===== src/rtl/connect4_board_if.sv =====
// Button/tick inputs and board/status outputs of the Connect Four game core.
// master = button/tick source side, slave = game core.
interface connect4_board_if #(
    parameter int COLS = 7,
    parameter int ROWS = 6
);
    logic                     tick;
    logic                     btn_left;
    logic                     btn_right;
    logic                     btn_drop;
    logic                     btn_pop;
    logic                     lock;
    logic [2*COLS*ROWS-1:0]   board;
    logic [2:0]               cursor;
    logic                     player;
    logic                     busy;
    logic                     fall_active;
    logic [2:0]               fall_row;
    logic                     move_done;
    logic                     move_err;
    logic [2:0]               last_col;
    logic [2:0]               last_row;

    modport master (
        output tick, btn_left, btn_right, btn_drop, btn_pop, lock,
        input  board, cursor, player, busy, fall_active, fall_row,
               move_done, move_err, last_col, last_row
    );

    modport slave (
        input  tick, btn_left, btn_right, btn_drop, btn_pop, lock,
        output board, cursor, player, busy, fall_active, fall_row,
               move_done, move_err, last_col, last_row
    );
endinterface


===== src/rtl/connect4_board.sv =====
// Connect Four game core with pop-out: cursor, drop with tick-paced falling
// animation, pop of the mover's own bottom piece, and last-move reporting.
module connect4_board #(
    parameter int COLS = 7,
    parameter int ROWS = 6
) (
    input  logic            clk,
    input  logic            rst,
    connect4_board_if.slave bus
);
    localparam logic [1:0] S_IDLE = 2'd0;
    localparam logic [1:0] S_FALL = 2'd1;
    localparam logic [1:0] S_POP  = 2'd2;

    localparam logic [2:0] LAST_COL = 3'(COLS - 1);
    localparam logic [2:0] TOP_ROW  = 3'(ROWS - 1);

    logic [1:0] state_reg;
    logic [1:0] cell_reg [ROWS][COLS];
    logic [2:0] cursor_reg;
    logic [2:0] fall_row_reg;
    logic [2:0] last_col_reg;
    logic [2:0] last_row_reg;
    logic       player_reg;
    logic       busy_reg;
    logic       fall_active_reg;
    logic       move_done_reg;
    logic       move_err_reg;

    logic [1:0] player_code;
    logic [2:0] below_row;
    logic       top_full;
    logic       below_empty;
    logic       pop_legal;

    assign player_code = player_reg ? 2'b10 : 2'b01;
    assign below_row   = fall_row_reg - 3'd1;
    assign top_full    = (cell_reg[TOP_ROW][cursor_reg] != 2'b00);
    // below_row wraps when fall_row is 0, so the row test must guard the lookup
    assign below_empty = (fall_row_reg != 3'd0) && (cell_reg[below_row][cursor_reg] == 2'b00);
    assign pop_legal   = (cell_reg[0][cursor_reg] == player_code);

    always_ff @(posedge clk or posedge rst) begin
        if (rst) begin
            state_reg       <= S_IDLE;
            cursor_reg      <= '0;
            fall_row_reg    <= '0;
            last_col_reg    <= '0;
            last_row_reg    <= '0;
            player_reg      <= 1'b0;
            busy_reg        <= 1'b0;
            fall_active_reg <= 1'b0;
            move_done_reg   <= 1'b0;
            move_err_reg    <= 1'b0;
            for (int r = 0; r < ROWS; r++) begin
                for (int c = 0; c < COLS; c++) begin
                    cell_reg[3'(r)][3'(c)] <= 2'b00;
                end
            end
        end else begin
            move_done_reg <= 1'b0;
            move_err_reg  <= 1'b0;
            case (state_reg)
                S_IDLE: begin
                    if (!bus.lock) begin
                        if (bus.btn_drop) begin
                            if (top_full) begin
                                move_err_reg <= 1'b1;
                            end else begin
                                state_reg       <= S_FALL;
                                fall_row_reg    <= TOP_ROW;
                                fall_active_reg <= 1'b1;
                                busy_reg        <= 1'b1;
                            end
                        end else if (bus.btn_pop) begin
                            if (pop_legal) begin
                                state_reg <= S_POP;
                                busy_reg  <= 1'b1;
                            end else begin
                                move_err_reg <= 1'b1;
                            end
                        end else if (bus.btn_left) begin
                            if (cursor_reg != 3'd0) cursor_reg <= cursor_reg - 3'd1;
                        end else if (bus.btn_right) begin
                            if (cursor_reg != LAST_COL) cursor_reg <= cursor_reg + 3'd1;
                        end
                    end
                end
                S_FALL: begin
                    if (bus.tick) begin
                        if (below_empty) begin
                            fall_row_reg <= below_row;
                        end else begin
                            cell_reg[fall_row_reg][cursor_reg] <= player_code;
                            last_col_reg    <= cursor_reg;
                            last_row_reg    <= fall_row_reg;
                            player_reg      <= ~player_reg;
                            move_done_reg   <= 1'b1;
                            fall_active_reg <= 1'b0;
                            busy_reg        <= 1'b0;
                            state_reg       <= S_IDLE;
                        end
                    end
                end
                S_POP: begin
                    if (bus.tick) begin
                        // whole column shifts down one row in a single step
                        for (int r = 0; r < ROWS - 1; r++) begin
                            cell_reg[3'(r)][cursor_reg] <= cell_reg[3'(r + 1)][cursor_reg];
                        end
                        cell_reg[TOP_ROW][cursor_reg] <= 2'b00;
                        last_col_reg  <= cursor_reg;
                        last_row_reg  <= 3'd0;
                        player_reg    <= ~player_reg;
                        move_done_reg <= 1'b1;
                        busy_reg      <= 1'b0;
                        state_reg     <= S_IDLE;
                    end
                end
                default: state_reg <= S_IDLE;
            endcase
        end
    end

    wire [2*COLS*ROWS-1:0] board_flat;

    for (genvar gi = 0; gi < ROWS; gi++) begin : g_row
        for (genvar gj = 0; gj < COLS; gj++) begin : g_col
            assign board_flat[2*(gi*COLS+gj) +: 2] = cell_reg[gi][gj];
        end
    end

    assign bus.board       = board_flat;
    assign bus.cursor      = cursor_reg;
    assign bus.player      = player_reg;
    assign bus.busy        = busy_reg;
    assign bus.fall_active = fall_active_reg;
    assign bus.fall_row    = fall_row_reg;
    assign bus.move_done   = move_done_reg;
    assign bus.move_err    = move_err_reg;
    assign bus.last_col    = last_col_reg;
    assign bus.last_row    = last_row_reg;
endmodule


===== src/flat_wrapper.sv =====
// flat-port wrapper written by rule: the top's interface ports become plain ports
module connect4_board_flat 
#(
    parameter int COLS = 7,
    parameter int ROWS = 6
)
  (clk, rst, bus_tick, bus_btn_left, bus_btn_right, bus_btn_drop, bus_btn_pop, bus_lock, bus_board, bus_cursor, bus_player, bus_busy, bus_fall_active, bus_fall_row, bus_move_done, bus_move_err, bus_last_col, bus_last_row);
  connect4_board_if #(.COLS(COLS), .ROWS(ROWS)) bus_i ();
  input  logic clk;
  input  logic rst;
  input wire logic [$bits(bus_i.tick)-1:0] bus_tick;
  input wire logic [$bits(bus_i.btn_left)-1:0] bus_btn_left;
  input wire logic [$bits(bus_i.btn_right)-1:0] bus_btn_right;
  input wire logic [$bits(bus_i.btn_drop)-1:0] bus_btn_drop;
  input wire logic [$bits(bus_i.btn_pop)-1:0] bus_btn_pop;
  input wire logic [$bits(bus_i.lock)-1:0] bus_lock;
  output wire logic [$bits(bus_i.board)-1:0] bus_board;
  output wire logic [$bits(bus_i.cursor)-1:0] bus_cursor;
  output wire logic [$bits(bus_i.player)-1:0] bus_player;
  output wire logic [$bits(bus_i.busy)-1:0] bus_busy;
  output wire logic [$bits(bus_i.fall_active)-1:0] bus_fall_active;
  output wire logic [$bits(bus_i.fall_row)-1:0] bus_fall_row;
  output wire logic [$bits(bus_i.move_done)-1:0] bus_move_done;
  output wire logic [$bits(bus_i.move_err)-1:0] bus_move_err;
  output wire logic [$bits(bus_i.last_col)-1:0] bus_last_col;
  output wire logic [$bits(bus_i.last_row)-1:0] bus_last_row;
  assign bus_i.tick = bus_tick;
  assign bus_i.btn_left = bus_btn_left;
  assign bus_i.btn_right = bus_btn_right;
  assign bus_i.btn_drop = bus_btn_drop;
  assign bus_i.btn_pop = bus_btn_pop;
  assign bus_i.lock = bus_lock;
  assign bus_board = bus_i.board;
  assign bus_cursor = bus_i.cursor;
  assign bus_player = bus_i.player;
  assign bus_busy = bus_i.busy;
  assign bus_fall_active = bus_i.fall_active;
  assign bus_fall_row = bus_i.fall_row;
  assign bus_move_done = bus_i.move_done;
  assign bus_move_err = bus_i.move_err;
  assign bus_last_col = bus_i.last_col;
  assign bus_last_row = bus_i.last_row;
  connect4_board #(.COLS(COLS), .ROWS(ROWS)) u_core (.clk(clk), .rst(rst), .bus(bus_i));
endmodule

===== config.mk =====
export PLATFORM = sky130hd
export DESIGN_NAME = connect4_board_flat
export DESIGN_NICKNAME = d
export VERILOG_FILES = /design/src/rtl/connect4_board_if.sv /design/src/rtl/connect4_board.sv /design/src/flat_wrapper.sv
export SDC_FILE = /design/constraint.sdc
export NUM_CORES = 1
export LEC_CHECK = 0
export CELL_PAD_IN_SITES_DETAIL_PLACEMENT = 0
export CELL_PAD_IN_SITES_GLOBAL_PLACEMENT = 1
export CORE_ASPECT_RATIO = 0.7
export CORE_MARGIN = 5
export CORE_UTILIZATION = 37
export DETAILED_ROUTE_END_ITERATION = 10
export PLACE_DENSITY_LB_ADDON = 0.1
export SLEW_MARGIN = 0
export SYNTH_ARGS = -nofsm -noshare
export SYNTH_HDL_FRONTEND = slang
export SYNTH_SLANG_ARGS = --single-unit

===== constraint.sdc =====
create_clock -name clk -period 3.1 [get_ports clk]
set_input_delay 0.465 -clock clk [delete_from_list [all_inputs] [get_ports clk]]
set_output_delay 0.465 -clock clk [all_outputs]
set_load 0.05 [all_outputs]

==> results by group <==
Run status
  • Status: finished, violations left
  • Failing checks: negative setup slack

Detailed routing
  • DRT Pass-1 Iters: 5
  • Vias: 5498
  • Vias per cell: 5.77
  • DR iter-0 viols: 533
  • ANT nets after route: 0
  • WL/cell: 23.8 um
  • Post-route DRC violation count: 0
  • Routed Wire Length: 22700 um

Setup path
  • Crit path top cell by count: buf_4
  • Critical path peak fanout: 11
  • CP Launch Type: register
  • Worst-path cell chain: inv_4 -> ha_4 -> buf_4 -> a211oi_1 -> o311ai_1 -> o211ai_1 -> nor4_4 -> or4_4 -> buf_12 -> buf_4 -> a21oi_2
  • CP peak stage delay: 0.55 ns
  • Critical path required time: 3.16 ns
  • Slowest stage cell on the critical path: or4_4
  • Crit path DAT: 3.18 ns
  • Kind of critical path: reg2reg
  • CP Capture Type: register
  • Worst reg2reg setup slack: -0.02 ns

Placed design
  • IO Port Bufs: 108
  • Post-place setup slack: -0.0970 ns
  • Routability congestion estimate from global placement: 0.922
  • Hpwl dp: 17300 um
  • Placed instance count: 932
  • Dpl cell area: 7730 um^2

Logic synthesis
  • Mean Syn Cell Area: 10.0 um^2
  • Post-Syn Instances: 592
  • Post-synth EDFFs: 52
  • Ys async rst share: 0.495
  • Synth Flop Type: edfxtp_1
  • Netlist cell types: 73
  • Syn_nets: 607
  • Seq/Total Area, Yosys: 0.477
  • Warnings from Yosys: 0
  • Synth Cell Area: 5940 um^2
  • Yosys reg bits: 103

Global routing
  • Total gr overflow: 0
  • Vias in the first global route: 5425
  • First-pass GRT wire length: 33900 um
  • Initial antenna violation count: 0
  • Pin count of the biggest net entering global routing: 52
  • All-Layer GR Usage: 0.243

Final layout
  • Layout cell share with drive strength beyond 1: 0.248
  • Fill cells: 1445
  • Post-route cell area: 8240 um^2
  • Most frequent cells in the layout: clkdlybuf4s50_1 (108), nor2_1 (72), buf_4 (66), edfxtp_1 (52), dfrtp_1 (49)
  • Max reg flops: 84
  • Final nets: 763
  • Area of the multi-input gates: 3130 um^2
  • Final cell count without fillers: 953
  • Commonest non-fill, non-tap cell in the layout: clkdlybuf4s50_1
  • Area Growth Syn to Fin: 38.7%
  • Antenna cell count: 0
  • Sequential Area: 2840 um^2

CTS
  • Clock Root Buffer: clkbuf_16
  • H-tree Lvls: 3
  • Hold_buf cts: 0
  • CTS max path bufs: 2
  • CTS tree: yes
  • CTS sink count: 103
  • Cts bufs inserted: 9
  • Clk slew on worst S/H paths: 0.07 ns
  • Clk_lat worst skew: 0.36 ns

Pwr
  • P per Cell Area: 934 nW/um^2
  • Cell leakage power: 3.14 nW
  • Total power: 7.70 mW
  • Worst VDD drop: 0.000566 V

Timing
  • Final setup violation count: 10
  • Post-route setup slack: -0.0173 ns
  • Final Skew: 0.00857 ns
  • Hold Fails Final Rpt: 0
  • Period utilization: 1.01
  • Max-slew violations: 0
  • RSZ-0062 raised after global routing: yes
  • Slew HR: 0.404
  • Worst hold margin: 0.529 ns
  • F_max: 0.321 GHz
  • Tmin final: 3.12 ns
  • Least-Margin Pin Slew: 0.891 ns

Floorplan
  • I/O Pins: 109
  • Starting Density: 0.380
  • Std-Cell Rows: 38
  • Die X-Extent: 161 um
  • Die Ht: 116 um
  • Die ar.: 18700 um^2
  • Core area: 15600 um^2

Hold path
  • Worst hold path class: reg2reg

Job
  • Max Cap Violations: 0
## final cells by class
| cell class | count | area share |
|---|---|---|
| Clock inverter | 6 | 0.00744 |
| Inverter | 15 | 0.00759 |
| Multi-Input combinational cell | 440 | 0.380 |
| Clock buffer | 10 | 0.0278 |
| Tap cell | 200 | 0.0304 |
| Timing Repair Buffer | 179 | 0.202 |
| Sequential cell | 103 | 0.345 |
## final timing paths
kind | start | to | depth (start not counted)
worst max-delay path | u_core.bus.fall_row[0]$_DFFE_PP0P_ | u_core.bus.board[81]$_DFFE_PP_ | 11
worst min-delay path | u_core.bus.busy$_DFFE_PP0P_ | u_core.bus.busy$_DFFE_PP0P_ | 2
worst max register to register | u_core.bus.fall_row[0]$_DFFE_PP0P_ | u_core.bus.board[81]$_DFFE_PP_ | 11
worst min register to register | u_core.bus.busy$_DFFE_PP0P_ | u_core.bus.busy$_DFFE_PP0P_ | 2
max in group asynchronous | rst | u_core.bus.fall_row[0]$_DFFE_PP0P_ | 3
min in group asynchronous | rst | u_core.bus.fall_row[1]$_DFFE_PP0P_ | 3
## cell usage after synthesis (all sizes together), types with 2 or more instances
cell type	number	share of area
nand2	46	0.029
nand3	28	0.024
o221ai	2	0.0029
ha	6	0.013
nor2	74	0.048
a21oi	23	0.020
nand2b	10	0.011
o311ai	4	0.0059
o41ai	2	0.0042
xnor2	4	0.0059
o31ai	5	0.0063
nand4	2	0.0021
mux2i	12	0.020
inv	14	0.0088
or3	3	0.0032
dfrtp	51	0.21
a211oi	6	0.0076
o21ai	39	0.033
o2111ai	4	0.0069
buf	17	0.019
nor3b	10	0.013
o41a	2	0.0038
and2	18	0.019
or4	2	0.0025
mux4	5	0.019
a31o	2	0.0029
o211ai	7	0.0088
a221o	2	0.0034
a22o	2	0.0029
edfxtp	52	0.26
nor4	5	0.0078
nor3	38	0.036
or2	4	0.0042
nand3b	4	0.0057
a2111oi	2	0.0029
a21boi	4	0.0051
clkbuf	17	0.011
a21o	5	0.0063
and3	6	0.0063
mux2	34	0.064
a22oi	5	0.0063
## timing repair
action                     in CTS  in global routing
pin swaps                       1                  3
resized for setup               3                 36
buffers inserted                1                  4
setup endpoints to repair      26                 61
## power by group
part	switching [mW]	total, mW	internal (mW)	leakage (nW)
Sequential	0.232	1.93	1.70	1.14
Clock	0.518	1.14	0.622	0.132
Combinational	2.96	4.63	1.67	1.87
Total	3.71	7.70	3.99	3.14
## routing by layer
layer  vias up  global-route usage  part of all wire
met2       238               0.359              0.43
li1       2497                   -                 -
met3        23              0.0633             0.085
met5         -                   0                 0
met4         0              0.0534             0.012
met1      2740               0.359              0.47
## worst max-delay path, delay by kind of cell, from the launching register on
kind	cells	cell delay (ns)
buffers and inverters	4	0.58
adders and majority gates	1	0.24
DFF	1	0.44
AOI/OAI and AO/OA	4	0.93
and+or+nand+nor	2	0.62
## per-stage QoR
step	TNS (ns)	utilization
3_5_place_dp	-1.53	0.494
6_report	-0.106	0.527
4_1_cts	-0.110	0.514
5_1_grt	-0.781	0.527
2_1_floorplan	0	-
3_3_place_gp	-0.332	0.494
## logic make-up after synthesis
family | Yosys count | share of synthesized area
buffers and inverters | 49 | 0.0394
XOR/XNOR | 5 | 0.00863
multiplexers | 51 | 0.104
AO/OA/AOI/OAI | 125 | 0.141
adder cells (fa/ha/maj) | 7 | 0.0160
AND/OR/NAND/NOR | 252 | 0.213
flip-flops | 103 | 0.477
Power figures use the tool's default switching activity.
